<file path="config.mk">
export PLATFORM = sky130hd
export DESIGN_NAME = dff_pipeline
export DESIGN_NICKNAME = d
export VERILOG_FILES = /design/src/rtl/dff_pipeline.sv
export SDC_FILE = /design/constraint.sdc
export NUM_CORES = 1
export LEC_CHECK = 0
export BUFFER_PORTS_ARGS = -buffer_cell sky130_fd_sc_hd__buf_2
export CORE_ASPECT_RATIO = 1.25
export CORE_MARGIN = 1
export CORE_UTILIZATION = 55
export CTS_BUF_LIST = sky130_fd_sc_hd__clkbuf_2 sky130_fd_sc_hd__clkbuf_4 sky130_fd_sc_hd__clkbuf_8
export DETAILED_ROUTE_END_ITERATION = 6
export PLACE_DENSITY = 0.88
export SLEW_MARGIN = 15
export SYNTH_ARGS = -nofsm -noshare
export SYNTH_HDL_FRONTEND = slang
export SYNTH_SLANG_ARGS = --single-unit
export TNS_END_PERCENT = 10
</file>
<file path="constraint.sdc">
create_clock -name i_clk -period 1.7 [get_ports i_clk]
set_input_delay 0.085 -clock i_clk [delete_from_list [all_inputs] [get_ports i_clk]]
set_output_delay 0.085 -clock i_clk [all_outputs]
set_load 0.02 [all_outputs]
</file>
<file path="src/rtl/dff_pipeline.sv">
// dff_pipeline: WIDTH-bit delay line of STAGES registers with per-stage valid, stall, flush and occupancy
module dff_pipeline #(
  parameter int               WIDTH        = 8,
  parameter int               STAGES       = 3,
  parameter logic [WIDTH-1:0] RESET_VAL    = '0,
  parameter bit               GATE_INVALID = 1'b1,
  localparam int              OW           = $clog2(STAGES + 1)
) (
  input  logic             i_clk,
  input  logic             i_rst_n,
  input  logic             i_en,
  input  logic             i_clr,
  input  logic [WIDTH-1:0] i_d,
  input  logic             i_d_valid,
  output logic [WIDTH-1:0] o_q,
  output logic             o_q_valid,
  output logic [OW-1:0]    o_occupancy,
  output logic             o_any_valid
);
  logic [WIDTH-1:0] r_data [STAGES];
  logic [STAGES-1:0] r_v;
  logic [OW-1:0] r_occ;
  logic r_any;
  logic [STAGES-1:0] w_vin;
  logic [WIDTH-1:0] w_din [STAGES];
  logic [OW-1:0] w_occ_nxt;
  // stage k is fed by stage k-1, stage 0 by the input port; occupancy tracks entry minus exit
  always_comb begin
    w_vin = r_v << 1;
    w_vin[0] = i_d_valid;
    w_din[0] = i_d;
    for (int k = 1; k < STAGES; k++) w_din[k] = r_data[k-1];
    w_occ_nxt = r_occ + OW'(i_d_valid) - OW'(r_v[STAGES-1]);
  end
  // reset/flush empty the chain; enabled edges shift, gated data holds across bubbles
  always_ff @(posedge i_clk or negedge i_rst_n) begin
    if (!i_rst_n) begin
      r_v <= '0;
      r_occ <= '0;
      r_any <= 1'b0;
      for (int k = 0; k < STAGES; k++) r_data[k] <= RESET_VAL;
    end else if (i_clr) begin
      r_v <= '0;
      r_occ <= '0;
      r_any <= 1'b0;
      for (int k = 0; k < STAGES; k++) r_data[k] <= RESET_VAL;
    end else if (i_en) begin
      r_v <= w_vin;
      r_occ <= w_occ_nxt;
      r_any <= w_occ_nxt != '0;
      for (int k = 0; k < STAGES; k++)
        if (!GATE_INVALID || w_vin[k]) r_data[k] <= w_din[k];
    end
  end
  assign o_q = r_data[STAGES-1];
  assign o_q_valid = r_v[STAGES-1];
  assign o_occupancy = r_occ;
  assign o_any_valid = r_any;
endmodule

</file>
# Word-level counts from Yosys, hierarchy flattened
# Cells that the tools add are included.
[word_totals] reg_bits=30 wordCells=27 output_inout_bits=12
[classes] addsub=2 muxes=11 n_reduce_logical=8
[op_table] operator="24-bit 2-to-1 mux" count=2
[op_table] operator="8-bit 2-to-1 mux" count=3
[op_table] operator="2-bit nonzero test" count=5
[op_table] operator="3-bit 2-to-1 mux" count=2
[op_table] operator="2-bit AND reduction" count=3
[op_table] operator="2-bit 2-to-1 mux" count=2
[op_table] operator="2-bit by 1-bit adder with 2-bit output" count=1
[op_table] operator="1-bit 2-to-1 mux" count=2
[op_table] operator="2-bit by 1-bit subtractor with 2-bit output" count=1

# Depth between registers and ports, before layout
[logic_depth] ltp_word=5 mapped_depth=7

# Least setup slack after synthesis
# Ideal clock, no wire load.
[synth_path] path_kind="reg2reg" from="register r_occ[0] (netlist: o_occupancy[0])" to="register r_any (netlist: o_any_valid)" synth_period_minus_slack_ns=1.615 required_ns=1.601 path_slack_ns=0.085 path_stages_with_launch=8 n_path_buf=0 arrival_time_ns=1.516 cell_sequence="dfrtp_1 > inv_1 > ha_1 > inv_1 > ha_1 > xor2_2 > xnor2_1 > a311oi_1"
[synth_between] elab_chain_len=5
[synth_rtl] item="from (decl)" line_no="22" text="logic [OW-1:0] r_occ;"
[synth_rtl] item="from (signal assigned)" line_no="49" text="r_occ <= w_occ_nxt;"
[synth_rtl] item="2-bit by 1-bit adder with 2-bit output" line_no="33" text="w_occ_nxt = r_occ + OW'(i_d_valid) - OW'(r_v[STAGES-1]);"
[synth_rtl] item="2-bit by 1-bit subtractor with 2-bit output" line_no="33"
[synth_rtl] item="2-bit nonzero test" line_no="50" text="r_any <= w_occ_nxt != '0;"
[synth_rtl] item="1-bit 2-to-1 mux" line_no="47" text="end else if (i_en) begin"
[synth_rtl] item="1-bit 2-to-1 mux" line_no="42" text="end else if (i_clr) begin"
[synth_rtl] item="to (signal assigned)" line_no="40" text="r_any <= 1'b0;"
[synth_rtl] item="to (signal assigned)" line_no="45" text="r_any <= 1'b0;"
[synth_rtl] item="to (signal assigned)" line_no="50"
[synth_rtl] item="to (decl)" line_no="23" text="logic r_any;"
# No other way between the ends. The select of a mux whose other input is x is not followed.
# A chain may end at the register's enable or synchronous reset.

# Worst setup path after layout
[layout_path] from="register r_v[2]" to="register r_any (netlist: o_any_valid)"
[layout_between] elab_chain_len=4
[layout_rtl] item="from (decl)" line_no="21" text="logic [STAGES-1:0] r_v;"
[layout_rtl] item="from (signal assigned)" line_no="48" text="r_v <= w_vin;"
[layout_rtl] item="2-bit by 1-bit subtractor with 2-bit output" line_no="33"
[layout_rtl] item="2-bit nonzero test" line_no="50"
[layout_rtl] item="1-bit 2-to-1 mux" line_no="47"
[layout_rtl] item="1-bit 2-to-1 mux" line_no="42"
# No other way between the ends. The select of a mux whose other input is x is not followed.

==> flow_summary_export.csv <==
group,metric,value,unit
synth,ys.flop_type,"dfrtp_1",
placement,portBuffers,24,
final_layout,instances_no_fill,196,
pwr,cellPowerDensity,864,nW/um2
synth,syn-instance-count,144,
timing,finalHoldViolCount,0,
setup_path,r2r_start,"r_v[2]",
synth,synth_edf_count,0,
clocking,cts_buffer_depth,2,
route,ant_nets,0,
timing,fin_tns_setup,0,ns
floorplanning,num_rows,19,
run_status,status,"completed",
clocking,htreeDepth,2,
route,viasPerCell,5.06,
floorplanning,die-area,2650,um2
route,drt_iter0_drc,29,
setup_path,critical_path.top_delay_family,"adder cells",
setup_path,regToRegSetupSlack,0.14,ns
timing,finalSetupViolCount,0,
worst_hold_path,hold_path_depth,3,
grt,grt_pass1_vias,972,
synth,synth-seq-cells,30,
floorplanning,dieHeight,57.3,um
synth,syn_area,1350,um2
setup_path,crit_start,"r_v[2]",
final_layout,area_growth,13.5,%
timing,fin_crit,1.56,ns
setup_path,cp_max_fo,3,
timing,worst_pin_slew,0.630,ns
clocking,cts_root_buf,"clkbuf_4",
timing,fin_crit_sh,91.8,%
placement,dp_cells,183,
placement,place_area,1410,um2
pwr,finalPower,0.00132,W
setup_path,regToRegEndpoint,"o_any_valid",
synth,synth_top_area_share,55.8,%
timing,slew_headroom,58.0,%
worst_hold_path,min_path_type,"input pin to flip-flop",
timing,rsz0062_at_grt,"no",
setup_path,crit_buf_inv,1,
setup_path,cp.depth,6,
setup_path,crit_type,"flip-flop to flip-flop",
clocking,cts_tree,"done",
clocking,clk_pin_slew_worst_paths,0.09,ns
synth,yosys_warnings,0,
synth,ys_types,18,
synth,syn_avg_cell_area,9.35,um2
setup_path,cp_slowest_cell,"dfrtp_1",
floorplanning,core,2260,um2
synth,synth_area_leaders,"dfrtp_1, a21oi_1, nand3_1",
synth,yosysTopAreaCell,"dfrtp_1",
route,via_count,992,
final_layout,antenna_cells,0,
synth,synthArstFlopShare,100,%
setup_path,worstPathRequired,1.93,ns
floorplanning,initial_core_util,59.6,%
placement,gp_congestion,0.770,
synth,ys_seq_area_share,55.8,%
setup_path,crit_end,"o_any_valid",
route,drc,0,
final_layout,design_area,1530,um2
setup_path,path_cells,"ha_1 -> inv_1 -> ha_2 -> xor2_2 -> xnor2_1 -> a311oi_1",
grt,grt_pass1_wl,4160,um
job,max_cap_viol_count,0,
synth,synth_nets,159,
grt,antenna_found_initial,0,
setup_path,crit_arrival,1.80,ns
final_layout,utilization,67.6,%
timing,max_freq,0.641,GHz
route,wl_per_cell,11.9,um
final_layout,fillers,180,
route,drt_wl_total,2340,um
floorplanning,ios,25,
clocking,clock_sinks,30,
pwr,p_leak,0.723,nW
timing,slew_viol_final,0,
grt,grt_max_degree,31,
setup_path,start_kind,"flip-flop",
final_layout,nNetsFinal,179,
timing,skew,0.00727,ns
route,drtPass1Iterations,4,
floorplanning,dieWidth,46.3,um
grt,grt_usage,22.1,%
grt,overflow,0,
clocking,clk_latency,0.33,ns
setup_path,rr_worst_depth,6,
pwr,ir_worst_vdd,0.606,mV
synth,synth_common_cells,"dfrtp_1, a21oi_1, nand2_1, nand3_1, buf_4",
setup_path,cp-end-kind,"flip-flop",
final_layout,drive_above_1_share,23.6,%
synth,synth.most_common_cell,"dfrtp_1",
clocking,cts_buffers,5,
setup_path,max_stage_delay,0.40,ns
-- stage by stage --
stage / setup WS [ns] / hold slack, ns
finish: 0.140 / 0.0156
floorplan: 0.0846 / -0.211
detailed placement: 0.138 / 0.145
global route: 0.00875 / 0.0151
CTS: 0.120 / 0.000255
global placement: 0.210 / 0.130
-- worst min-delay path, delay by kind of cell --
family,cells,cell delay [ns]
simple gates,1,0.07
compound gates,1,0.06
buf+inv,1,0.10
-- power by group --
group | switching [W] | total (W) | internal (W) | leakage, nW
sequential | 0.0000149 | 0.000745 | 0.000730 | 0.413
clock | 0.000232 | 0.000448 | 0.000216 | 0.0387
combinational | 0.0000777 | 0.000127 | 0.0000491 | 0.271
-- cell type report --
| cell class | instances | area (um2) | share of cell area, % |
|---|---|---|---|
| flip-flops and latches | 30 | 751 | 49.1 |
| multi-input cells | 93 | 480 | 31.4 |
| repair buffers | 31 | 183 | 12.0 |
| clock buffers | 7 | 58.8 | 3.85 |
| well taps | 31 | 38.8 | 2.54 |
| inverters | 3 | 11.3 | 0.737 |
| clock inverters | 1 | 5.00 | 0.328 |
-- worst min-delay path by stage --
stage,slack (ns),start,end
5_1_grt,0.02,i_d[7],r_data[23]
6_report,0.02,i_d[3],r_data[19]
3_5_place_dp,0.14,i_rst_n,o_any_valid
2_1_floorplan,-0.21,i_rst_n,o_any_valid
4_1_cts,0.0003,i_d[3],r_data[19]
3_3_place_gp,0.13,i_rst_n,o_any_valid
-- routing by layer --
layer / share of wire, % / vias up / global-route usage (%)
met1: 44 / 454 / 26.1
li1: - / 511 / -
met2: 50 / 21 / 35.2
met3: 3.6 / 6 / 7.59
met4: 2.2 / 0 / 10.1
met5: 0 / - / 0
-- kinds of logic (layout without fill, tap and decap cells) --
family          Yosys count  count (layout)  share of synthesized area, %
mux                       1               1                         0.744
xor+xnor                  2               2                          1.86
buf+inv                  21              42                          8.74
compound gates           30              30                          11.7
flops                    30              30                          55.8
simple gates             58              58                          19.3
fa+ha+maj                 2               2                          1.86
-- placed cells by master (no fill, tap or decap), drive strengths merged, types with 2 or more instances in the layout --
cell,n
a21oi,28
buf,27
clkbuf,7
dfrtp,30
dlygate4sd3,4
ha,2
inv,3
nand2,27
nand2b,4
nand3,24
nor2,3
-- sequential cells by signal, indices dropped and copies added, names as in the netlist --
signal	cells
o_occupancy	2
o_q	8
r_data	16
o_any_valid	1
r_v	3
-- repair_timing --
| action | CTS | global route |
|---|---|---|
| setup buffers | 0 | 1 |
| hold buffers | 4 | 0 |
| gates resized for setup | 0 | 1 |
| endpoints found under the hold margin | 33 | 0 |
| endpoints found under the setup margin | 0 | 1 |
(Power assumes the default switching activity.)
